--- config.mk ---
export PLATFORM = sky130hd
export DESIGN_NAME = expr_tx
export DESIGN_NICKNAME = d
export VERILOG_FILES = /design/src/rtl/expr_tx_pkg.sv /design/src/rtl/expr_tx.sv
export SDC_FILE = /design/constraint.sdc
export NUM_CORES = 1
export LEC_CHECK = 0
export CAP_MARGIN = 40
export CORE_MARGIN = 4
export CORE_UTILIZATION = 52
export CTS_BUF_LIST = sky130_fd_sc_hd__clkbuf_4 sky130_fd_sc_hd__clkbuf_8 sky130_fd_sc_hd__clkbuf_16
export CTS_CLUSTER_SIZE = 8
export DETAILED_ROUTE_END_ITERATION = 8
export PLACE_DENSITY_LB_ADDON = 0.25
export SLEW_MARGIN = 25
export SYNTH_ARGS = -nofsm -noshare
export SYNTH_HDL_FRONTEND = slang
export SYNTH_SLANG_ARGS = --single-unit
--- constraint.sdc ---
create_clock -name clk -period 10.4 [get_ports clk]
set_clock_uncertainty 0.1 [all_clocks]
set_input_delay 2.08 -clock clk [delete_from_list [all_inputs] [get_ports clk]]
set_output_delay 2.08 -clock clk [all_outputs]
set_load 0.05 [all_outputs]
--- src/rtl/expr_tx_pkg.sv ---
// ---------------------------------------------------------------------------
// expr_tx_pkg
//   Shared definitions for the expression character stream: the ASCII codes
//   exchanged between transmitter and recogniser, the transmitter state
//   encoding, and small helpers that map job fields onto characters.
// ---------------------------------------------------------------------------
package expr_tx_pkg;

    localparam logic [7:0] CH_0    = 8'h30;  // '0'
    localparam logic [7:0] CH_PLUS = 8'h2B;  // '+'
    localparam logic [7:0] CH_MUL  = 8'h2A;  // '*'

    typedef enum logic [1:0] {
        S_IDLE = 2'd0,
        S_DIG  = 2'd1,
        S_OP   = 2'd2,
        S_FIN  = 2'd3
    } state_e;

    // BCD digit (already known to be 0..9) to its ASCII character.
    function automatic logic [7:0] digit_char(input logic [3:0] d);
        return CH_0 + {4'h0, d};
    endfunction

    // Operator bit to its ASCII character: 1 = '*', 0 = '+'.
    function automatic logic [7:0] op_char(input logic is_mul);
        return is_mul ? CH_MUL : CH_PLUS;
    endfunction

endpackage

--- src/rtl/expr_tx.sv ---
// ---------------------------------------------------------------------------
// expr_tx
//   Serialises a loaded job of BCD digits and operators into the ASCII
//   stream  digit (op digit)*  using a valid/ready handshake, one character
//   per accepted transfer.
//
// Ports
//   clk        in   rising-edge clock
//   clr        in   synchronous active-high reset
//   start      in   job request, only looked at while busy = 0
//   in_terms   in   number of digit terms (legal 1..MAX_TERMS)
//   in_digits  in   BCD digits, term i at [4i+3:4i], term 0 sent first
//   in_ops     in   operator after term i: 0 = '+', 1 = '*'
//   out_char   out  ASCII character
//   out_valid  out  out_char is valid
//   out_ready  in   sink takes out_char this cycle
//   out_last   out  out_char is the final character of the job
//   busy       out  job in progress
//   done       out  one-cycle pulse after the final handshake
//   err        out  one-cycle pulse after a rejected start
//
// All outputs are decoded only from registered state and the latched job,
// so they never depend combinationally on any input.
// ---------------------------------------------------------------------------
module expr_tx
    import expr_tx_pkg::*;
#(
    parameter int MAX_TERMS = 8,
    parameter int TW        = 4
) (
    input  logic                   clk,
    input  logic                   clr,
    input  logic                   start,
    input  logic [TW-1:0]          in_terms,
    input  logic [4*MAX_TERMS-1:0] in_digits,
    input  logic [MAX_TERMS-2:0]   in_ops,
    output logic [7:0]             out_char,
    output logic                   out_valid,
    input  logic                   out_ready,
    output logic                   out_last,
    output logic                   busy,
    output logic                   done,
    output logic                   err
);

    localparam int            IW          = (MAX_TERMS > 1) ? $clog2(MAX_TERMS) : 1;
    localparam logic [TW-1:0] MAX_TERMS_W = TW'(MAX_TERMS);

    state_e                 state_q, state_d;
    logic                   err_q, err_d;
    logic [IW-1:0]          idx_q, idx_d;
    logic [TW-1:0]          terms_q, terms_d;
    logic [4*MAX_TERMS-1:0] digits_q, digits_d;
    // One spare top bit so an index into the operators never leaves the vector.
    logic [MAX_TERMS-1:0]   ops_q, ops_d;

    logic                   job_legal;
    logic                   is_last;

    // Current digit is the final term of the job.
    assign is_last = (TW'(idx_q) == (terms_q - 1'b1));

    // A job is legal when its term count is in range and every digit that
    // will actually be sent is BCD; digits beyond the term count are ignored.
    always_comb begin
        job_legal = (in_terms != '0) && (in_terms <= MAX_TERMS_W);
        for (int i = 0; i < MAX_TERMS; i++) begin
            if ((TW'(i) < in_terms) && (in_digits[4*i +: 4] > 4'd9)) begin
                job_legal = 1'b0;
            end
        end
    end

    // Next-state logic.
    always_comb begin
        // NOTE: every signal written here gets a default first, so no path
        // leaves one unassigned and no latch is inferred.
        state_d  = state_q;
        err_d    = 1'b0;
        idx_d    = idx_q;
        terms_d  = terms_q;
        digits_d = digits_q;
        ops_d    = ops_q;

        unique case (state_q)
            // FIN also has busy = 0, so it takes a new start exactly like
            // IDLE; that is what allows back-to-back jobs with one gap cycle.
            S_IDLE, S_FIN: begin
                state_d = S_IDLE;
                if (start) begin
                    if (job_legal) begin
                        terms_d  = in_terms;
                        digits_d = in_digits;
                        ops_d    = {1'b0, in_ops};
                        idx_d    = '0;
                        state_d  = S_DIG;
                    end else begin
                        err_d = 1'b1;
                    end
                end
            end
            S_DIG: begin
                if (out_ready) begin
                    state_d = is_last ? S_FIN : S_OP;
                end
            end
            S_OP: begin
                if (out_ready) begin
                    idx_d   = idx_q + 1'b1;
                    state_d = S_DIG;
                end
            end
            default: state_d = S_IDLE;
        endcase
    end

    // Control state: the only registers that need a reset.
    always_ff @(posedge clk) begin
        // NOTE: sequential state is updated with non-blocking assignments so
        // every flop samples pre-edge values regardless of statement order.
        if (clr) begin
            state_q <= S_IDLE;
            err_q   <= 1'b0;
        end else begin
            state_q <= state_d;
            err_q   <= err_d;
        end
    end

    // NOTE: the latched job is deliberately left out of reset; it is only
    // read while in DIG/OP, which can only be reached by loading it first.
    always_ff @(posedge clk) begin
        idx_q    <= idx_d;
        terms_q  <= terms_d;
        digits_q <= digits_d;
        ops_q    <= ops_d;
    end

    // Moore output decode.
    always_comb begin
        out_char  = 8'h00;
        out_valid = 1'b0;
        out_last  = 1'b0;
        busy      = 1'b0;
        done      = 1'b0;
        unique case (state_q)
            S_DIG: begin
                out_char  = digit_char(digits_q[{idx_q, 2'b00} +: 4]);
                out_valid = 1'b1;
                out_last  = is_last;
                busy      = 1'b1;
            end
            S_OP: begin
                out_char  = op_char(ops_q[idx_q]);
                out_valid = 1'b1;
                busy      = 1'b1;
            end
            S_FIN:   done = 1'b1;
            default: ;
        endcase
    end

    assign err = err_q;

endmodule

==> results of run 1 <==
==> sequential cells by signal, indices dropped and copies added, names as in the netlist <==
name	count
digits_q	32
err	1
idx_q	3
ops_q	7
state_q	2
terms_q	4
==> logic make-up (layout without fill, tap and decap cells) <==
logic type	Yosys count	in the layout	synth area share [%]
DFF	49	49	64.5
and+or+nand+nor	31	31	7.62
AOI/OAI and AO/OA	24	24	7.56
buffers and inverters	16	73	4.03
muxes	14	14	11.7
adders and majority gates	5	5	2.80
xor gates and xnor gates	4	4	1.57
other	1	2	0.168
==> through the flow <==
step | util, % | total power, mW | setup slack, ps | area (um2) | cells
2_1_floorplan | - | 0.240 | 2580 | 2240 | 145
3_3_place_gp | 69.1 | 0.262 | 5720 | 2820 | 244
3_5_place_dp | 69.1 | 0.263 | 5630 | 2820 | 244
4_1_cts | 71.1 | 0.362 | 5290 | 2910 | 252
5_1_grt | 71.1 | 0.376 | 5150 | 2910 | 252
6_report | 71.1 | 0.360 | 5300 | 2910 | 252
==> worst max-delay path, delay by kind of cell (launching register included) <==
kind / cells / cell delay [ps]
AO/OA/AOI/OAI: 2 / 330
buffers and inverters: 1 / 830
flip-flops: 1 / 700
multiplexers: 1 / 620
AND/OR/NAND/NOR: 1 / 140
==> power groups by stage <==
| stage | combinational, mW | sequential [mW] | clock (mW) |
|---|---|---|---|
| after floorplan | 0.0144 | 0.226 | 0 |
| after detailed placement | 0.0377 | 0.225 | 0 |
| after CTS | 0.0380 | 0.220 | 0.104 |
| after global placement | 0.0366 | 0.225 | 0 |
| final | 0.0377 | 0.220 | 0.102 |
| after global routing | 0.0404 | 0.221 | 0.114 |
==> layout make-up <==
cell class              instances  area [um2]
clock inverters                 3        12.5
fillers                       276        1180
flip-flops and latches         49        1440
well taps                      50        62.6
multi-input cells              80         712
clock buffers                   5        68.8
repair buffers                 59         586
inverters                       6        22.5
==> layout by cell type (no fill, tap or decap), drive strengths merged, types with 2 or more instances in the layout <==
master,synthesis,layout
nor4,2,2
inv,6,6
mux4,9,9
clkinv,0,3
and2,3,3
o21ai,4,4
buf,10,2
edfxtp,46,46
conb,1,2
a31oi,2,2
nor3,5,5
ha,5,5
a211oi,2,2
dfxtp,3,3
xor2,4,4
a21oi,4,4
nand2,3,3
o211ai,2,2
clkbuf,0,5
o221ai,2,2
mux2,4,4
o21a,2,2
nor2,8,8
nand3b,2,2
clkdlybuf4s50,0,57
nor2b,2,2
==> worst paths after layout <==
path,cells after the start,slack (ps),to,startpoint
worst max-delay path,5,5300,out_char[0],idx_q[1]
worst min-delay path,2,430,state_q[1],state_q[1]
worst max register to register,6,8100,idx_q[0],state_q[0]
worst min register to register,2,430,state_q[1],state_q[1]
==> per-layer routing <==
metal  share of wire (%)  wire (um)  up-vias  GRT usage (%)
met1                  40       1760      693           20.4
met2                  52       2260       65           29.7
met4                 1.2         52        0           5.03
met5                   0          0        -              0
met3                 7.1        311        5           4.51
li1                    -          -      671              -
==> results.toml, run 1 <==
[finish]
drive_gt1_share_pct = 10.9
n_antenna_cell = 0
syn2layout_area_growth_pct = 30.1
fin_nets = 253

[cts]
ctsResizeCount = 0
cts_inserted_buffers = 5
cts_hold_buffers = 0
clkSlewWorstSetupHoldPaths_ps = 80
cts_setup_buffers = 0
clock-sinks = 49
tritoncts = "done"
root_buffer = "clkbuf_8"
ctsLongestPathBuffers = 2
h-tree-depth = 2
clk_latency_ps = 290

[logic_synthesis]
yosysSeqAreaShare_pct = 64.5
synth_commonest_cells = "edfxtp_1 (46), mux4_2 (8), nor2_1 (8), inv_1 (6)"
synth_top_area_cell = "edfxtp_1"
syn_inst = 144
synth-seq-cells = 49
synth_most_common_cell = "edfxtp_1"
synth_area_mm2 = 0.00223
synthFlopType = "edfxtp_1"
synthArstFlopShare_pct = 0
ys_top_cells_by_area = "edfxtp_1 (62%), mux4_2 (8.1%), ha_1 (2.8%)"
synth.distinct_cells = 40
synth_top_area_share_pct = 61.8
yosysWarnings = 0
postSynthAreaPerCell_um2 = 15.5
synth_enable_flop_cells = 46

[global_routing]
grt_max_degree = 33
grt_pass1_wl_um = 6790
grt_use_total_pct = 17.0
antenna_found_initial = 0
grt_pass1_vias = 1499
gr-total-overflow = 0

[routing]
wl_per_cell_um = 17.4
via_per_inst = 5.69
dr.pass1.iters = 4
drtIter0Drc = 96
route.detailed.drc = 0
ant_nets = 0
num_vias = 1434
drt-total-wl_um = 4380

[floorplan]
pin_count = 60
core_area_mm2 = 0.00409
start_util_pct = 54.7
rows = 23
fp.dieW_um = 73.5
die_area_mm2 = 0.00541
die_h_um = 73.5

[sta]
rsz0062_at_grt = "false"
hold_violations = 0
min_period_ps = 5100
slew_headroom_pct = 55.2
whs_ps = 431
worst_pin_slew_ps = 672
fin_tns_setup_ps = 0
fmax_mhz = 196
maxSlewViolCount = 0
setup_viol = 0
post-route-period-util_pct = 49.0

[critical_path]
critPathMaxStageDelay_ps = 830
cp_data_arrival_time_ps = 2920
cp.required_ps = 8220
end_kind = "output pin"
path_cells = "mux4_1 -> o21ai_0 -> a22oi_1 -> nor2_1 -> clkdlybuf4s50_1"
path_max_fanout = 13
start_kind = "register"
criticalPathCategory = "register to output pin"
cp_slowest_cell = "clkdlybuf4s50_1"

[placed_design]
post-dp-hpwl_um = 3430
port_buffers = 57
gp_congestion = 0.776

[pwr]
p_int_uw = 286
p_sw_uw = 74.0
pwr-share-comb_pct = 10.5
seqPwrFrac_pct = 61.3
p_clk_share_pct = 28.3
switching_share_pct = 20.6
power_leakage_nw = 0.973
max-vdd-ir-drop_v = 0.000101
powerDensity_mw_per_mm2 = 124

[run]
drv_cap = 0

[hold_path]
hold_path.class = "register to register"

[status]
status = "completed"
(Power assumes the default switching activity.)
==> run 2: changes to the inputs <==
--- a/config.mk
+++ b/config.mk
@@ -7,7 +7,7 @@
 export LEC_CHECK = 0
 export CAP_MARGIN = 40
 export CORE_MARGIN = 4
-export CORE_UTILIZATION = 52
+export CORE_UTILIZATION = 48
 export CTS_BUF_LIST = sky130_fd_sc_hd__clkbuf_4 sky130_fd_sc_hd__clkbuf_8 sky130_fd_sc_hd__clkbuf_16
 export CTS_CLUSTER_SIZE = 8
 export DETAILED_ROUTE_END_ITERATION = 8
==> constraint.sdc (replaced) <==
create_clock -name clk -period 5.3 [get_ports clk]
set_clock_uncertainty 0.1 [all_clocks]
set_input_delay 1.06 -clock clk [delete_from_list [all_inputs] [get_ports clk]]
set_output_delay 1.06 -clock clk [all_outputs]
set_load 0.05 [all_outputs]
==> run 2 against run 1 <==
Final cell count grew 0.40%. Combinational power is 100% higher. Final area grew 1.9%. Non-clock buffer count shrank 1. Hold slack better by 6.8 ps. Power grew 130%. Worst setup slack got worse by 4100 ps. Register-to-register slack worse by 5400 ps. Sequential cell count is the same. Global-route usage fell by 1.3 points. Largest power group unchanged.
==> results.toml, run 2 (same netlist as run 1, synthesis figures left out) <==
[hold_path]
hold_path.class = "register to register"
whs_path_depth = 2
min-delay-start = "state_q[1]"
worstHoldEndpoint = "state_q[1]"

[critical_path]
reg2regPathDepth = 6
cp_data_arrival_time_ps = 2890
end_kind = "output pin"
path_max_fanout = 13
timing.rr.start = "state_q[0]"
start_kind = "register"
cp.required_ps = 4140
cp_slowest_cell = "clkdlybuf4s50_1"
criticalPathCategory = "register to output pin"
path_cells = "mux4_1 -> o21ai_0 -> a22oi_1 -> nor2_1 -> clkdlybuf4s50_1"
r2r_slack_ps = 2750
critPathMaxStageDelay_ps = 820
r2r_end = "idx_q[0]"

[sta]
maxSlewViolCount = 0
setup_viol = 0
hold_violations = 0
slew_headroom_pct = 56.8
post-route-period-util_pct = 76.4
min_period_ps = 4050
fin_tns_setup_ps = 0
rsz0062_at_grt = "false"
worst_pin_slew_ps = 648
fmax_mhz = 247

[finish]
fin_area_mm2 = 0.00296
top_regs = "digits_q: 32 flops, ops_q: 7 flops, terms_q: 4 flops"
largest_reg_flops = 32
n_antenna_cell = 0
drive_gt1_share_pct = 11.4
final_common_cell = "clkdlybuf4s50_1"
regMostFlops = "digits_q"
final_cell_mix = "clkdlybuf4s50_1 (57), edfxtp_1 (46), nor2_1 (8), mux4_2 (8), inv_1 (6)"
fin_nets = 252
syn2layout_area_growth_pct = 32.6

[pwr]
switching_share_pct = 19.2
p_clk_share_pct = 37.7
powerDensity_mw_per_mm2 = 275
pwr-share-comb_pct = 9.3
power_uw = 816
seqPwrFrac_pct = 53.0
p_sw_uw = 156
power_leakage_nw = 0.995
max-vdd-ir-drop_v = 0.000197
p_int_uw = 659

[cts]
cts_setup_buffers = 0
clkSlewWorstSetupHoldPaths_ps = 80
h-tree-depth = 2
clock-sinks = 49
cts_inserted_buffers = 5
root_buffer = "clkbuf_8"
ctsResizeCount = 0
ctsLongestPathBuffers = 2
cts_hold_buffers = 0
clk_latency_ps = 300
tritoncts = "done"

[floorplan]
core_area_mm2 = 0.00441
die_area_mm2 = 0.00581
die_h_um = 76.2
start_util_pct = 50.6
fp.dieW_um = 76.2
pin_count = 60
rows = 24

[routing]
wl_met3_um = 284
dr_wl_met2_um = 2400
ant_nets = 0
route.detailed.drc = 0
top_layer = "met4"
wl_per_cell_um = 18.0
num_vias = 1466
drtIter0Drc = 80
wl_met1_um = 1830
drt-total-wl_um = 4560
via_per_inst = 5.79
dr.pass1.iters = 4

[global_routing]
grt_pass1_vias = 1514
grt_use_total_pct = 15.7
grt_pass1_wl_um = 7180
gr-total-overflow = 0
grt_max_degree = 45
antenna_found_initial = 0

[status]
status = "completed"

[placed_design]
post-dp-hpwl_um = 3480
port_buffers = 57
gp_congestion = 0.874
dpl_cell_area_mm2 = 0.00283

[run]
drv_cap = 0
run 2: final cells by class:
type | count | area (um2)
multi-input cells | 80 | 721
fillers | 298 | 1450
repair buffers | 58 | 578
clock inverters | 3 | 65.1
well taps | 52 | 65.1
inverters | 6 | 22.5
clock buffers | 5 | 68.8
flip-flops and latches | 49 | 1440
run 2: per-layer routing:
layer,vias up,track usage (%)
li1,676,-
met1,737,17.8
met2,48,27.9
met3,5,5.44
met4,0,4.20
met5,-,0
run 2: power groups by stage:
| stage | Sequential (mW) | Clock, mW | Combinational [mW] |
|---|---|---|---|
| after floorplan | 0.442 | 0 | 0.0288 |
| after global placement | 0.441 | 0 | 0.0736 |
| after detailed placement | 0.442 | 0 | 0.0758 |
| after CTS | 0.433 | 0.313 | 0.0762 |
| after global routing | 0.433 | 0.326 | 0.0807 |
| final | 0.433 | 0.307 | 0.0757 |
run 2: how the worst max path moves through the flow:
stage	startpoint	depth (start not counted)	slack, ps	endpoint
2_1_floorplan	in_terms[3]	6	270	idx_q[0]
3_5_place_dp	in_terms[2]	7	1280	idx_q[0]
4_1_cts	idx_q[0]	5	1200	out_char[0]
6_report	idx_q[1]	5	1250	out_char[0]
3_3_place_gp	in_terms[2]	7	1560	idx_q[0]
5_1_grt	idx_q[1]	5	1090	out_char[0]
run 2: critical path: cells and delay by family (launching register included):
family          cells  cell delay [ps]
buf+inv             1              820
simple gates        1              120
flops               1              710
mux                 1              640
compound gates      2              290
run 2: metrics by stage:
step | util, % | hold WS (ps) | setup WS, ps | instances
after floorplan | - | 372 | 269 | 145
after global placement | 64.1 | 393 | 1560 | 245
after detailed placement | 64.1 | 422 | 1280 | 245
after CTS | 67.1 | 436 | 1200 | 253
after global routing | 67.1 | 481 | 1090 | 253
final | 67.1 | 438 | 1250 | 253
